## src/rtl/xor5_pkg.sv

```systemverilog
// Shared types and helpers for the XOR5 parity scheduler.
// Latency: n/a (package only).
// Backpressure: n/a.
//   state_e  : scheduler FSM states
//   PAR_W    : operand width of the shared parity evaluator
//   rr_pick  : round-robin one-hot pick over up to MAX_REQ requesters
package xor5_pkg;

  typedef enum logic [1:0] {
    IDLE = 2'd0,
    EVAL = 2'd1,
    HOLD = 2'd2
  } state_e;

  localparam int PAR_W   = 5;
  localparam int MAX_REQ = 8;
  localparam int PTR_W   = 3;

  // Returns onehot of the first set bit of valid, scanning upward from ptr
  // and wrapping at nreq. Returns all zeros when no bit below nreq is set.
  // ptr must be < nreq, so a single subtraction is enough for the wrap.
  function automatic logic [MAX_REQ-1:0] rr_pick(
    input logic [MAX_REQ-1:0] valid,
    input logic [PTR_W-1:0]   ptr,
    input logic [3:0]         nreq
  );
    logic [MAX_REQ-1:0] pick;
    logic               found;
    logic [3:0]         idx;
    pick  = '0;
    found = 1'b0;
    for (int k = 0; k < MAX_REQ; k++) begin
      idx = {1'b0, ptr} + 4'(k);
      if (idx >= nreq) idx = idx - nreq;
      if (!found && (4'(k) < nreq) && valid[idx[2:0]]) begin
        pick[idx[2:0]] = 1'b1;
        found          = 1'b1;
      end
    end
    return pick;
  endfunction

endpackage

```

## src/rtl/parity5_eval.sv

```systemverilog
// Shared 5-input XOR parity evaluator: p = ^d ^ odd.
// Latency: combinational, zero cycles.
// Backpressure: none; the caller registers the result.
//   d   in  PAR_W  operand
//   odd in  1      1 = odd parity, 0 = even parity
//   p   out 1      parity bit
module parity5_eval
  import xor5_pkg::*;
(
  input  logic [PAR_W-1:0] d,
  input  logic             odd,
  output logic             p
);

  assign p = (^d) ^ odd;

endmodule

```

## src/rtl/xor5_parity_sched.sv

```systemverilog
// Round-robin scheduler time-sharing one parity5_eval between NREQ requesters,
// with expected-bit checking and a saturating mismatch counter.
// Latency: transfer in cycle T, res_valid visible in T+2; one result per 3 cycles max.
// Backpressure: result held in HOLD until res_ready; req_ready is 0 outside IDLE.
//   clk, rst                 clock, synchronous active-high reset
//   req_valid/req_ready      per-requester handshake (req_ready one-hot, comb)
//   req_data, req_exp        5-bit operand and expected parity per requester
//   mode_odd                 parity mode, sampled at accept
//   res_valid/res_ready      result handshake; res_id, res_parity, res_err payload
//   err_clr, err_count       clear and saturating count of erroneous results
module xor5_parity_sched
  import xor5_pkg::*;
#(
  parameter  int NREQ  = 4,
  parameter  int CNT_W = 8,
  localparam int IDW   = $clog2(NREQ)
) (
  input  logic                  clk,
  input  logic                  rst,
  input  logic [NREQ-1:0]       req_valid,
  input  logic [NREQ*PAR_W-1:0] req_data,
  input  logic [NREQ-1:0]       req_exp,
  output logic [NREQ-1:0]       req_ready,
  input  logic                  mode_odd,
  output logic                  res_valid,
  output logic [IDW-1:0]        res_id,
  output logic                  res_parity,
  output logic                  res_err,
  input  logic                  res_ready,
  input  logic                  err_clr,
  output logic [CNT_W-1:0]      err_count
);

  localparam logic [CNT_W-1:0] CNT_MAX = {CNT_W{1'b1}};

  state_e             state_q,      state_d;
  logic [IDW-1:0]     rr_ptr_q,     rr_ptr_d;
  logic [PAR_W-1:0]   data_q,       data_d;
  logic               exp_q,        exp_d;
  logic               odd_q,        odd_d;
  logic [IDW-1:0]     id_q,         id_d;
  logic               res_valid_q,  res_valid_d;
  logic               res_parity_q, res_parity_d;
  logic               res_err_q,    res_err_d;
  logic [CNT_W-1:0]   err_count_q,  err_count_d;

  logic [MAX_REQ-1:0] valid_ext;
  logic [PTR_W-1:0]   ptr_ext;
  logic [MAX_REQ-1:0] pick_full;
  logic [NREQ-1:0]    grant;
  logic               eval_p;
  logic               unused_pick;

  // Widen to the package helper's fixed width; upper bits stay zero.
  always_comb begin
    valid_ext               = '0;
    valid_ext[NREQ-1:0]     = req_valid;
    ptr_ext                 = '0;
    ptr_ext[IDW-1:0]        = rr_ptr_q;
  end

  assign pick_full   = rr_pick(valid_ext, ptr_ext, 4'(NREQ));
  assign grant       = pick_full[NREQ-1:0];
  assign unused_pick = ^pick_full;

  parity5_eval u_eval (
    .d   (data_q),
    .odd (odd_q),
    .p   (eval_p)
  );

  always_comb begin
    state_d      = state_q;
    rr_ptr_d     = rr_ptr_q;
    data_d       = data_q;
    exp_d        = exp_q;
    odd_d        = odd_q;
    id_d         = id_q;
    res_valid_d  = res_valid_q;
    res_parity_d = res_parity_q;
    res_err_d    = res_err_q;
    err_count_d  = err_count_q;
    req_ready    = '0;

    unique case (state_q)
      IDLE: begin
        // grant is non-zero only when some requester is valid, so a non-zero
        // grant is itself the transfer.
        req_ready = grant;
        if (|grant) begin
          for (int i = 0; i < NREQ; i++) begin
            if (grant[i]) begin
              data_d = req_data[PAR_W*i +: PAR_W];
              exp_d  = req_exp[i];
              id_d   = IDW'(i);
            end
          end
          odd_d   = mode_odd;
          state_d = EVAL;
        end
      end
      EVAL: begin
        res_parity_d = eval_p;
        res_err_d    = eval_p ^ exp_q;
        res_valid_d  = 1'b1;
        state_d      = HOLD;
      end
      HOLD: begin
        if (res_ready) begin
          res_valid_d = 1'b0;
          state_d     = IDLE;
          // Pointer moves past the requester just served, only on completion.
          if (id_q == IDW'(NREQ-1)) rr_ptr_d = '0;
          else                      rr_ptr_d = id_q + IDW'(1);
          if (res_err_q && (err_count_q != CNT_MAX)) begin
            err_count_d = err_count_q + CNT_W'(1);
          end
        end
      end
      default: begin
        state_d = IDLE;
      end
    endcase

    // Clear wins over a coincident increment.
    if (err_clr) err_count_d = '0;
  end

  always_ff @(posedge clk) begin
    if (rst) begin
      state_q      <= IDLE;
      rr_ptr_q     <= '0;
      data_q       <= '0;
      exp_q        <= 1'b0;
      odd_q        <= 1'b0;
      id_q         <= '0;
      res_valid_q  <= 1'b0;
      res_parity_q <= 1'b0;
      res_err_q    <= 1'b0;
      err_count_q  <= '0;
    end else begin
      state_q      <= state_d;
      rr_ptr_q     <= rr_ptr_d;
      data_q       <= data_d;
      exp_q        <= exp_d;
      odd_q        <= odd_d;
      id_q         <= id_d;
      res_valid_q  <= res_valid_d;
      res_parity_q <= res_parity_d;
      res_err_q    <= res_err_d;
      err_count_q  <= err_count_d;
    end
  end

  assign res_valid  = res_valid_q;
  assign res_id     = id_q;
  assign res_parity = res_parity_q;
  assign res_err    = res_err_q;
  assign err_count  = err_count_q;

endmodule

```

## config.mk

```make
export PLATFORM = sky130hd
export DESIGN_NAME = xor5_parity_sched
export DESIGN_NICKNAME = d
export VERILOG_FILES = /design/src/rtl/xor5_pkg.sv /design/src/rtl/parity5_eval.sv /design/src/rtl/xor5_parity_sched.sv
export SDC_FILE = /design/constraint.sdc
export NUM_CORES = 1
export LEC_CHECK = 0
export ABC_CLOCK_PERIOD_IN_PS = 4300
export CAP_MARGIN = 5
export CORE_MARGIN = 2
export CORE_UTILIZATION = 48
export DETAILED_ROUTE_END_ITERATION = 12
export GPL_TIMING_DRIVEN = 0
export PLACE_DENSITY = 0.81
export SLEW_MARGIN = 20
export SYNTH_ARGS = -nofsm -noshare
export SYNTH_HDL_FRONTEND = slang
export SYNTH_HIERARCHICAL = 1
export SYNTH_SLANG_ARGS = --single-unit
```

## constraint.sdc

```tcl
create_clock -name clk -period 4.3 [get_ports clk]
set_clock_uncertainty 0.15 [all_clocks]
set_input_delay 0.86 -clock clk [delete_from_list [all_inputs] [get_ports clk]]
set_output_delay 0.86 -clock clk [all_outputs]
set_load 0.05 [all_outputs]
```

After elaboration in Yosys (flattened, before gate mapping). Cells that the tools add are included.

$add $sub $neg: 9. Multipliers: 0. Div/mod/pow operators: 0. Order comparisons: 12. Equal/unequal tests: 6. Shift operators: 0. Muxes and demuxes: 46. Bitwise logic cells: 5. Reductions and logical operators: 23.

Operators by type and width (count): $mux W4 (5); $mux W5 (4); $lt A3 B4 Y1 const B (4); $mux W1 (16); $mux W2 (7); $bmux W1 S3 (4); $demux W1 S3 (4); $ge A3 B1 Y1 const B (4); $mux W3 (4); $or A4 B4 Y4 (3); $ge A3 B3 Y1 const B (3); $sub A3 B3 Y3 const B (3); $add A8 B1 Y8 const B (1); $logic_and A1 B1 Y1 (8); $ne A8 B8 Y1 const B (1); $reduce_and A2 Y1 (4); $add A2 B2 Y3 const B (2); $pmux W2 S3 (1); $reduce_and A3 Y1 (2); $reduce_xor A5 Y1 (1); $eq A2 B2 Y1 const B (2); $ne A2 B2 Y1 const B (2); $reduce_bool A4 Y1 (1); $reduce_or A4 Y1 (1); 11 further kinds (14).

Register bits: 24. Bits in latches: 0. RAM bits: 0. ROM bits: 0. Bits of input ports: 33. Memories: 0.

Depth between registers and ports, before layout.
Word-level depth: 18. Mapped depth: 12.

Hierarchy. Netlist, hierarchy kept.

By module, submodules not included: xor5_parity_sched (instances 1, cells an instance 192, area an instance 1690.4 um2); parity5_eval (instances 1, cells an instance 4, area an instance 56.3 um2).

Least setup slack after synthesis. No wires, ideal clock.

Path type: input-to-output. From: input port req_valid[1]. To: output port req_ready[3]. Data arrival time: 3179 ps. Required time: 3290 ps. Slack: 111 ps. Cell stages on the path: 7. Cells stage by stage: or4_1 a222oi_1 a32oi_1 and2_1 buf_6 buf_2 nor2_1.

Cells in the longest elaborated chain, start to end: 13. Elaborated cells between the ends (all ways): 25. Those cells by class: mux (16); bitwise (3); reduce/logical (6).

Ends and longest elaborated chain: start, declared (RTL line xor5_parity_sched.sv:20) `input logic [NREQ-1:0] req_valid,`; $bmux W1 S3 (RTL line xor5_pkg.sv:35) `if (!found && (4'(k) < nreq) && valid[idx[2:0]]) begin`; $mux W1 (implied by the code) (RTL line xor5_pkg.sv:35); $mux W1 (RTL line xor5_pkg.sv:35); $logic_not A1 Y1 (RTL line xor5_pkg.sv:35); $logic_and A1 B1 Y1 (RTL line xor5_pkg.sv:35); $mux W1 (RTL line xor5_pkg.sv:35); $logic_not A1 Y1 (RTL line xor5_pkg.sv:35); $logic_and A1 B1 Y1 (RTL line xor5_pkg.sv:35); $mux W1 (RTL line xor5_pkg.sv:35); $logic_not A1 Y1 (RTL line xor5_pkg.sv:35); $logic_and A1 B1 Y1 (RTL line xor5_pkg.sv:35); $mux W4 * (RTL line xor5_pkg.sv:35); $mux W4 * (RTL line xor5_parity_sched.sv:85) `unique case (state_q)`; end, declared (RTL line xor5_parity_sched.sv:23) `output logic [NREQ-1:0] req_ready,`.

Mark *: on every way between the ends. The rest lies on a longest branch, timed or not. The select of a mux whose other input is x is not followed.

Worst setup path after layout.
From: input port req_valid[3]. To: output port req_ready[3].

The elaborated chain is that of the path after synthesis.

==> results.cfg <==
[status]
status = finished clean

[timing]
fin_crit_sh_pct = 95.77
worst_pin_slew_ps = 532.8
rsz0062_at_grt = false
relSlewSlack_pct = 64.48
hold_viol_final = 0
finalMaxSlewViolations = 0
final-setup-viol-count = 0
period_needed_ps = 4118
fmax_ghz = 0.2428
timing.setup.tns_ps = 0

[pwr]
p_comb_share_pct = 51.0
cellPowerDensity_nw_per_um2 = 322.9
pwr-share-seq_pct = 36.7
internal_power_w = 0.0004712
clkPwrFrac_pct = 12.3
p_leak_nw = 0.9141
sw_frac_of_total_pct = 38.30
p_total_w = 0.0007637
p_switching_w = 0.0002925
ir_drop_uv = 224.2

[place]
dp_cells = 291
dp_hpwl_um = 3145
io_buffer_count = 49
place.gp.congestion = 0.7890

[global_route]
grt_pass1_vias = 1469
overflow = 0
grt_usage_pct = 19.87
grt_pass1_wl_um = 6548
grt_antenna_before_repair = 0
grt_start_max_net_pins = 13

[synth]
yosysTopAreaCell = dfxtp_1
syn_area_per_cell_um2 = 8.912
yosysMostFrequentCell = dfxtp_1
synth_top_area_share_pct = 27.51
synth_common_cells = dfxtp_1, nor2_1, a21boi_0
synth_edf_count = 0
synthTopCellsByArea = dfxtp_1, ha_1, a21boi_0
async_reset_ff_share_pct = 0
seq_area_frac_synth_pct = 27.51
postSynthCellCount = 196
syn_area_um2 = 1747
syn_nets = 238
synth-main-ff-cell = dfxtp_1
ys_warn_count = 6
synth-seq-cells = 24
ys_types = 53

[floorplan]
start_util_pct = 51.14
core_um2 = 3416
fp.dieH_um = 64.33
ios = 50
rows = 21
dieArea_um2 = 4138
die_w_um = 64.33

[worst_setup_path]
start_kind = input port
crit_path_end_kind = output port
critical_path_class = input port to output port
critPathMaxFanout = 10
cp_data_required_time_ps = 3290
worstPathArrival_ps = 3110

[clock_tree]
clock-sinks = 24
tritoncts = yes
cts_buffers = 3
ctsHoldBuffers = 0
h-tree-depth = 1
clkSlewWorstSetupHoldPaths_ps = 120
insertion_delay_ps = 310
cts-root-buf = clkbuf_4
clk_path_buf_depth = 2

[finish]
n_fill_cell = 319
final_cells = 295
diodes = 0
area_growth_pct = 35.39
fin_nets = 293
drive_above_1_share_pct = 12.85

[drt]
drtAntennaViolNets = 0
drt-total-wl_um = 4109
drc_errors = 0
via_per_inst = 5.580
dr.pass1.iters = 4
drt_iter0_markers = 66
route.vias.total = 1646
post_drt_wl_per_cell_um = 13.93

[worst_hold_path]
holdCritPathClass = flop to flop

[run]
maxCapViolCount = 0
what timing repair did:
item	CTS	global route
endpoints found under the setup margin	4	4
gates resized for setup	25	8
cloned	0	0
pin swaps	1	1
endpoints found under the hold margin	0	0
setup buffers	1	0
stage by stage:
stage	worst slack [ps]	area, um^2	util [%]	hold slack (ps)
after floorplan	111.2	1747	-	305.0
after global routing	8.526	2365	69.23	357.0
after CTS	16.83	2340	68.50	339.0
after global placement	-888.0	2295	67.18	316.2
final	181.9	2365	69.23	337.2
after detailed placement	-909.3	2295	67.18	321.0
placed cells by master, fill, tap and decap left out, drive strengths merged, types with 2 or more instances in the layout:
master / instances
dlygate4sd2: 3
a221oi: 6
nor3: 3
o311ai: 6
xor2: 4
nor3b: 2
xnor2: 5
nand2b: 8
a22oi: 2
o21ai: 4
nor2: 21
clkdlybuf4s50: 41
inv: 8
or2: 3
o21bai: 6
buf: 11
or4: 2
clkbuf: 8
mux2i: 5
a311oi: 6
a32o: 2
and3: 7
a21oi: 5
nor2b: 2
dlymetal6s2s: 2
mux4: 2
or3: 2
nand2: 6
dfxtp: 24
ha: 9
nand4: 3
a21boi: 13
a32oi: 2
a22o: 2
power by group through the flow:
stage / Sequential [W] / Clock (W) / Combinational [W]
floorplan: 0.000317 / 0 / 0.000246
global placement: 0.000284 / 0 / 0.000383
detailed placement: 0.000285 / 0 / 0.000384
CTS: 0.000280 / 0.0000974 / 0.000388
global route: 0.000284 / 0.000108 / 0.000422
finish: 0.000280 / 0.0000938 / 0.000389
path summary, 6_finish.rpt:
| kind | startpoint | end | slack [ps] | cells past startpoint |
|---|---|---|---|---|
| worst max-delay path | req_valid[3] | req_ready[3] | 180 | 10 |
| worst min-delay path | data_q[0] | data_q[0] | 340 | 2 |
| worst max register to register | rr_ptr_q[0] | data_q[1] | 1000 | 12 |
| worst min register to register | data_q[0] | data_q[0] | 340 | 2 |
layer usage:
layer / wire length (um) / track usage [%]
met1: 1989 / 25.79
met4: 51 / 5.851
met5: 0 / 0
met3: 123 / 3.873
met2: 1945 / 33.33
sequential cells by signal, indices dropped and copies added (netlist names), 2 cells and up:
name,cells
data_q,5
err_count,8
res_id,2
rr_ptr_q,2
state_q,2
critical path, cell delays in order:
cell and delay, ps:
dlygate4sd2_1 290, or4_1 480, a222oi_1 360, buf_4 210
a32oi_4 140, and2_1 190, buf_6 130, buf_2 180
nor2_2 110, buf_6 160
kinds of logic (layout without fill, tap and decap cells):
family                     after synthesis  count (layout)  share of synthesized area (%)
and+or+nand+nor                         64              64                          19.48
AOI/OAI and AO/OA                       62              62                          29.37
DFF                                     24              24                          27.51
buffers and inverters                   20              73                          5.516
xor gates and xnor gates                10              10                          6.232
adders and majority gates                9               9                          6.447
muxes                                    7               7                          5.444
layout make-up:
type                       count  area [um^2]  share of cell area [%]
tap                           46        57.56                   2.434
multi-input combinational    152         1210                   51.16
clock buffer                   3        22.52                  0.9524
buffer                        12        63.81                   2.698
timing repair buffer          50        493.0                   20.85
inverter                       8        32.53                   1.376
sequential                    24        485.5                   20.53
(Power assumes the default switching activity.)
